[config.mk]
export PLATFORM = sky130hd
export DESIGN_NAME = rob_multiway
export DESIGN_NICKNAME = d
export VERILOG_FILES = /design/src/rtl/rob_multiway.sv
export SDC_FILE = /design/constraint.sdc
export NUM_CORES = 2
export LEC_CHECK = 0
export ABC_AREA = 1
export BUFFER_PORTS_ARGS = -buffer_cell sky130_fd_sc_hd__buf_4
export CORE_UTILIZATION = 43
export CTS_BUF_LIST = sky130_fd_sc_hd__clkbuf_16
export DETAILED_ROUTE_END_ITERATION = 6
export PLACE_DENSITY = 0.6
export SETUP_SLACK_MARGIN = 0.05
export SLEW_MARGIN = 30
export SYNTH_ARGS = -nofsm -noshare
export SYNTH_HDL_FRONTEND = slang
export SYNTH_SLANG_ARGS = --single-unit
[constraint.sdc]
create_clock -name clock -period 7.2 [get_ports clock]
set_clock_uncertainty 0.2 [all_clocks]
set_input_delay 0.72 -clock clock [delete_from_list [all_inputs] [get_ports clock]]
set_output_delay 0.72 -clock clock [all_outputs]
set_load 0.01 [all_outputs]
[src/rtl/rob_multiway.sv]
// rob_multiway: multi-lane reorder buffer with in-order retirement and branch rollback.
// Ports:
//   clock, reset (async, active low), en (0 freezes all state)
//   dispatch_en/_T/_Told/_dest/_halt : up to WAY in-order allocations at the tail
//   complete_en/_idx                 : up to WAY completion marks by entry index
//   rollback_en/_idx                 : flush every entry younger than rollback_idx
//   free_slots, tail_idx             : dispatch capacity and entry index per lane
//   retire_en/_T/_Told/_dest         : up to WAY in-order retirements at the head
//   halt_out                         : a halt entry retires this cycle
//   count                            : occupied entries
module rob_multiway #(
    parameter int unsigned NUM_ROB = 32,
    parameter int unsigned WAY     = 2,
    parameter int unsigned PR_W    = 6,
    parameter int unsigned AR_W    = 5,
    parameter int unsigned IDX_W   = $clog2(NUM_ROB)
) (
    input  logic                     clock,
    input  logic                     reset,
    input  logic                     en,
    input  logic [WAY-1:0]           dispatch_en,
    input  logic [WAY*PR_W-1:0]      dispatch_T,
    input  logic [WAY*PR_W-1:0]      dispatch_Told,
    input  logic [WAY*AR_W-1:0]      dispatch_dest,
    input  logic [WAY-1:0]           dispatch_halt,
    input  logic [WAY-1:0]           complete_en,
    input  logic [WAY*IDX_W-1:0]     complete_idx,
    input  logic                     rollback_en,
    input  logic [IDX_W-1:0]         rollback_idx,
    output logic [$clog2(WAY+1)-1:0] free_slots,
    output logic [WAY*IDX_W-1:0]     tail_idx,
    output logic [WAY-1:0]           retire_en,
    output logic [WAY*PR_W-1:0]      retire_T,
    output logic [WAY*PR_W-1:0]      retire_Told,
    output logic [WAY*AR_W-1:0]      retire_dest,
    output logic                     halt_out,
    output logic [IDX_W:0]           count
);
    localparam int unsigned FS_W  = $clog2(WAY + 1);
    localparam int unsigned CNT_W = IDX_W + 1;

    logic [IDX_W-1:0]   head;
    logic [IDX_W-1:0]   tail;
    logic               halted;
    logic [NUM_ROB-1:0] valid;
    logic [NUM_ROB-1:0] complete;
    logic [NUM_ROB-1:0] halt;
    logic [PR_W-1:0]    ent_t    [NUM_ROB];
    logic [PR_W-1:0]    ent_told [NUM_ROB];
    logic [AR_W-1:0]    ent_dest [NUM_ROB];

    logic [FS_W-1:0]    disp_k;
    logic [FS_W-1:0]    ret_n;
    logic               rb_ok;
    logic [IDX_W-1:0]   rb_off;
    logic [NUM_ROB-1:0] valid_n;
    logic [NUM_ROB-1:0] complete_n;
    logic [NUM_ROB-1:0] halt_n;
    logic [IDX_W-1:0]   head_n;
    logic [IDX_W-1:0]   tail_n;
    logic [CNT_W-1:0]   count_n;

    // Dispatch capacity from registered occupancy; retiring entries do not free slots early.
    always_comb begin
        logic [CNT_W-1:0] room;
        room       = CNT_W'(NUM_ROB) - count;
        free_slots = '0;
        if (en && !halted && !rollback_en) begin
            if (room >= CNT_W'(WAY)) free_slots = FS_W'(WAY);
            else                     free_slots = FS_W'(room);
        end
    end

    // Accepted dispatch lanes: contiguous prefix from lane 0, capped by capacity.
    always_comb begin
        logic run;
        run    = 1'b1;
        disp_k = '0;
        for (int i = 0; i < WAY; i++) begin
            run = run && dispatch_en[i] && (FS_W'(i) < free_slots);
            if (run) disp_k = disp_k + FS_W'(1);
        end
    end

    always_comb begin
        tail_idx = '0;
        for (int i = 0; i < WAY; i++) tail_idx[i*IDX_W +: IDX_W] = tail + IDX_W'(i);
    end

    // In-order retire: a lane retires only if every older lane retires and none of them is a halt.
    always_comb begin
        logic             run;
        logic [IDX_W-1:0] p;
        run         = en && !halted;
        ret_n       = '0;
        halt_out    = 1'b0;
        retire_en   = '0;
        retire_T    = '0;
        retire_Told = '0;
        retire_dest = '0;
        for (int i = 0; i < WAY; i++) begin
            p   = head + IDX_W'(i);
            run = run && valid[p] && complete[p];
            retire_en[i]                  = run;
            retire_T[i*PR_W +: PR_W]      = ent_t[p];
            retire_Told[i*PR_W +: PR_W]   = ent_told[p];
            retire_dest[i*AR_W +: AR_W]   = ent_dest[p];
            if (run) begin
                ret_n = ret_n + FS_W'(1);
                if (halt[p]) halt_out = 1'b1;
            end
            run = run && !halt[p];
        end
    end

    // Next entry flags and pointers; rollback flushes by age relative to head.
    always_comb begin
        logic [IDX_W-1:0] p;
        rb_ok      = en && rollback_en && valid[rollback_idx];
        rb_off     = rollback_idx - head;
        valid_n    = valid;
        complete_n = complete;
        halt_n     = halt;
        for (int i = 0; i < WAY; i++) begin
            p = complete_idx[i*IDX_W +: IDX_W];
            if (complete_en[i] && valid[p]) complete_n[p] = 1'b1;
        end
        for (int i = 0; i < WAY; i++) begin
            p = head + IDX_W'(i);
            if (retire_en[i]) valid_n[p] = 1'b0;
        end
        for (int i = 0; i < WAY; i++) begin
            p = tail + IDX_W'(i);
            if (FS_W'(i) < disp_k) begin
                valid_n[p]    = 1'b1;
                complete_n[p] = 1'b0;
                halt_n[p]     = dispatch_halt[i];
            end
        end
        if (rb_ok) begin
            for (int j = 0; j < NUM_ROB; j++) begin
                p = IDX_W'(j) - head;
                if (p > rb_off) valid_n[j] = 1'b0;
            end
        end
        head_n = head + IDX_W'(ret_n);
        if (rb_ok) begin
            tail_n  = rollback_idx + IDX_W'(1);
            count_n = CNT_W'(rb_off) + CNT_W'(1) - CNT_W'(ret_n);
        end else begin
            tail_n  = tail + IDX_W'(disp_k);
            count_n = count + CNT_W'(disp_k) - CNT_W'(ret_n);
        end
    end

    // State registers.
    always_ff @(posedge clock or negedge reset) begin
        if (!reset) begin
            head     <= '0;
            tail     <= '0;
            count    <= '0;
            halted   <= 1'b0;
            valid    <= '0;
            complete <= '0;
            halt     <= '0;
            for (int j = 0; j < NUM_ROB; j++) begin
                ent_t[j]    <= '0;
                ent_told[j] <= '0;
                ent_dest[j] <= '0;
            end
        end else if (en) begin
            head     <= head_n;
            tail     <= tail_n;
            count    <= count_n;
            halted   <= halted || halt_out;
            valid    <= valid_n;
            complete <= complete_n;
            halt     <= halt_n;
            for (int i = 0; i < WAY; i++) begin
                if (FS_W'(i) < disp_k) begin
                    ent_t[tail + IDX_W'(i)]    <= dispatch_T[i*PR_W +: PR_W];
                    ent_told[tail + IDX_W'(i)] <= dispatch_Told[i*PR_W +: PR_W];
                    ent_dest[tail + IDX_W'(i)] <= dispatch_dest[i*AR_W +: AR_W];
                end
            end
        end
    end

endmodule
==> summary.txt <==
Floorplan
  – Height of the die: 354.3 um
  – Die area: 0.1256 mm2
  – Core Footprint: 0.1225 mm2
  – FP Rows: 128
  – Chip Width: 354.3 um
  – IO Pins: 114
  – Initial core utilization: 43.57%

Synthesis
  – Mapped Area: 0.05338 mm2
  – Post-synthesis register bit count: 657
  – Syn_nets: 8,475
  – Mapped Cells: 8,296
  – Syn avg cell area: 6.435 um2
  – Post-synthesis sequential area ratio: 30.80%
  – Post-synth cell types: 50
  – Synthesis warning total: 0

Cells and area
  – Nets: 8,061
  – Synth-to-layout area growth: 7.071%
  – Layout cells sized above 1: 6.697%
  – Final instance area: 0.05716 mm2
  – Util after Layout: 46.65%

Clock tree
  – Post-cts sizing count: 0
  – Postcts setup bufs: 0
  – CTS Hold Bufs: 1
  – Root Driver: clkbuf_16
  – Number of buffers created by CTS: 84
  – Clk_lat worst skew: 0.69 ns
  – Clk sinks: 657
  – CTS max path bufs: 3
  – Worst-path clk slew: 0.06 ns
  – # H-tree levels: 3
  – CTS tree: built

Timing
  – Min Tclk post-route: 6.568 ns
  – Tcrit/Tclk final: 91.22%
  – Max Clock Freq: 0.1523 GHz
  – Max_slew headroom: 26.38%
  – Slew @ Worst Pin: 1.093 ns
  – RSZ-0062 raised after global routing: no
  – Final Hold Fails: 0
  – Finish-stage setup viols: 0
  – Max Slew Vio Count: 0
  – Setup TNS: 0 ns

Setup path
  – Critical path's most frequent cell: buf_4
  – Critical path required time: 6.28 ns
  – Setup crit end kind: primary output
  – CP max-delay cell: a31oi_1
  – Worst path bufs/invs: 5
  – Crit Path Category: reg -> out
  – Crit path max-delay family: buffers and inverters
  – Crit path DAT: 5.65 ns
  – Largest stage delay on the critical path: 0.95 ns
  – CP cell instances: inv_8 > buf_4 > buf_4 > buf_12 > o21ai_0 > nand3_1 > nand3_1 > a31oi_1 > buf_4
  – Crit start category: register
  – Critical path peak fanout: 204

Drt
  – DRT Pass-1 Iters: 7
  – Vias: 60,960
  – DRC errors left: 0
  – Avg Vias per Cell: 6.368
  – Initial DRC count: 8,700
  – Final wirelength: 253.5 mm
  – Routed len/inst: 26.48 um
  – ANT nets after route: 0

Placement
  – Placed cell area: 0.05432 mm2
  – GP Congestion: 0.9962
  – Port Buffer Count: 113
  – HPWL Detailed: 159.1 mm

Global route
  – GRT Total Usage: 39.24%
  – Largest net degree at the start of global routing: 266
  – GRT Residual Overflow: 0
  – Initial antenna violation count: 11
  – Vias in the first global route: 55,540
  – First-pass GRT wire length: 373.3 mm

Run status
  – Outcome: completed

Flow run
  – Total of max-cap violations: 0

Power and ir drop
  – Worst VDD drop: 663.1 uV
  – Total power: 23.28 mW
  – Pwr dens: 407.3 mW/mm2
  – Leak Pwr: 23.02 nW

Worst hold path
  – Worst hold-check path type: in -> reg
cell type report:
| class | count | area [um2] |
|---|---|---|
| Antenna cell | 4 | 10.01 |
| Clock inverter | 61 | 511.7 |
| Timing Repair Buffer | 253 | 2142 |
| Multi-Input combinational cell | 6168 | 31090 |
| Sequential cell | 657 | 16450 |
| Clock buffer | 87 | 2177 |
| Tap cell | 1625 | 2033 |
| Inverter | 718 | 2740 |
| Fill cell | 12690 | 65360 |
tightest hold or removal path, stage by stage:
cell and delay [ns]:
buf_4 0.11, nand2_1 0.05, o21ai_0 0.06, nor2_1 0.05, o22ai_1 0.11
flip-flops by register name, indices dropped and copies added (netlist names), 6 cells and up:
signal,count
complete,32
count,6
ent_dest,160
ent_t,192
ent_told,192
valid,32
halt,32
through the flow:
stage / setup slack, ns / hold slack (ns) / cells
floorplan: 1.858 / 0.2244 / 8296
global placement: 1.329 / 0.2971 / 9416
detailed placement: 1.341 / 0.3087 / 9416
CTS: 0.9561 / 0.2220 / 9565
global route: 0.5395 / 0.2687 / 9569
finish: 0.6324 / 0.2485 / 9573
cells by family (layout without fill, tap and decap cells):
| family | after synthesis | count (layout) | share of synthesized area (%) |
|---|---|---|---|
| compound gates | 3280 | 3280 | 33.44 |
| simple gates | 2737 | 2737 | 21.13 |
| buf+inv | 1471 | 1119 | 11.21 |
| flops | 657 | 657 | 30.80 |
| fa+ha+maj | 120 | 120 | 2.897 |
| xor+xnor | 31 | 31 | 0.5227 |
| other cells | 0 | 4 | 0 |
metal layers:
layer | vias to the layer above | routed length [um] | track usage, %
met5 | - | 39 | 0
met4 | 8 | 19580 | 26.96
met3 | 754 | 27090 | 7.907
met2 | 3787 | 105900 | 57.19
met1 | 28920 | 100800 | 52.14
li1 | 27500 | - | -
power breakdown:
part	total [mW]	switching (mW)	internal (mW)
Clock	4.34	1.91	2.43
Sequential	5.76	1.06	4.70
Combinational	13.2	9.03	4.15
Total	23.3	12.0	11.3
synthesized netlist by cell type (all sizes together):
master	number	share of area, %
nand3b	5	0.070
a31oi	30	0.35
o21ai	1934	18
ha	114	2.7
buf	256	2.6
o22ai	339	4.0
xnor2	8	0.13
a32oi	17	0.28
nor3b	1	0.035
fa	6	0.23
inv	709	5.0
dfrtp	657	31
nand3	460	4.4
o211ai	291	4.1
clkinv	9	0.066
o21bai	26	0.37
nor2	819	6.1
a21o	1	0.014
o21a	4	0.056
clkbuf	497	3.5
o221ai	4	0.066
nor3	65	0.65
o31ai	1	0.014
nand2	1362	9.7
a22oi	2	0.028
xor2	23	0.39
or2	5	0.059
a311oi	11	0.18
nand4	20	0.23
a21oi	615	5.8
a21boi	5	0.070
layout by cell type (no fill, tap or decap), types with 11 or more instances in the layout:
master	count
a31oi_1	28
clkinv_2	16
inv_2	62
o21ai_1	173
ha_1	113
xor2_1	21
nor2_2	33
a32oi_1	17
o211ai_1	290
a21oi_1	614
clkbuf_16	87
inv_1	647
nor3_1	56
buf_12	11
o21bai_1	26
nand3_1	454
o22ai_1	339
nand4_1	20
nor2_4	13
clkinv_1	32
dfrtp_1	652
buf_4	233
o21ai_0	1760
nor2_1	773
nand2_1	1349
final timing paths:
check,startpoint,to,slack (ns),depth (start not counted)
worst max-delay path,head[0],retire_T[9],0.63,9
min in group asynchronous,reset,ent_told[78],0.52,2
worst min-delay path,dispatch_Told[2],ent_told[62],0.25,5
worst max register to register,head[0],count[4],1.25,25
max in group asynchronous,reset,ent_t[81],4.47,4
worst min register to register,ent_told[141],ent_told[141],0.32,2
Note: power is estimated with default switching activity, not from simulation.
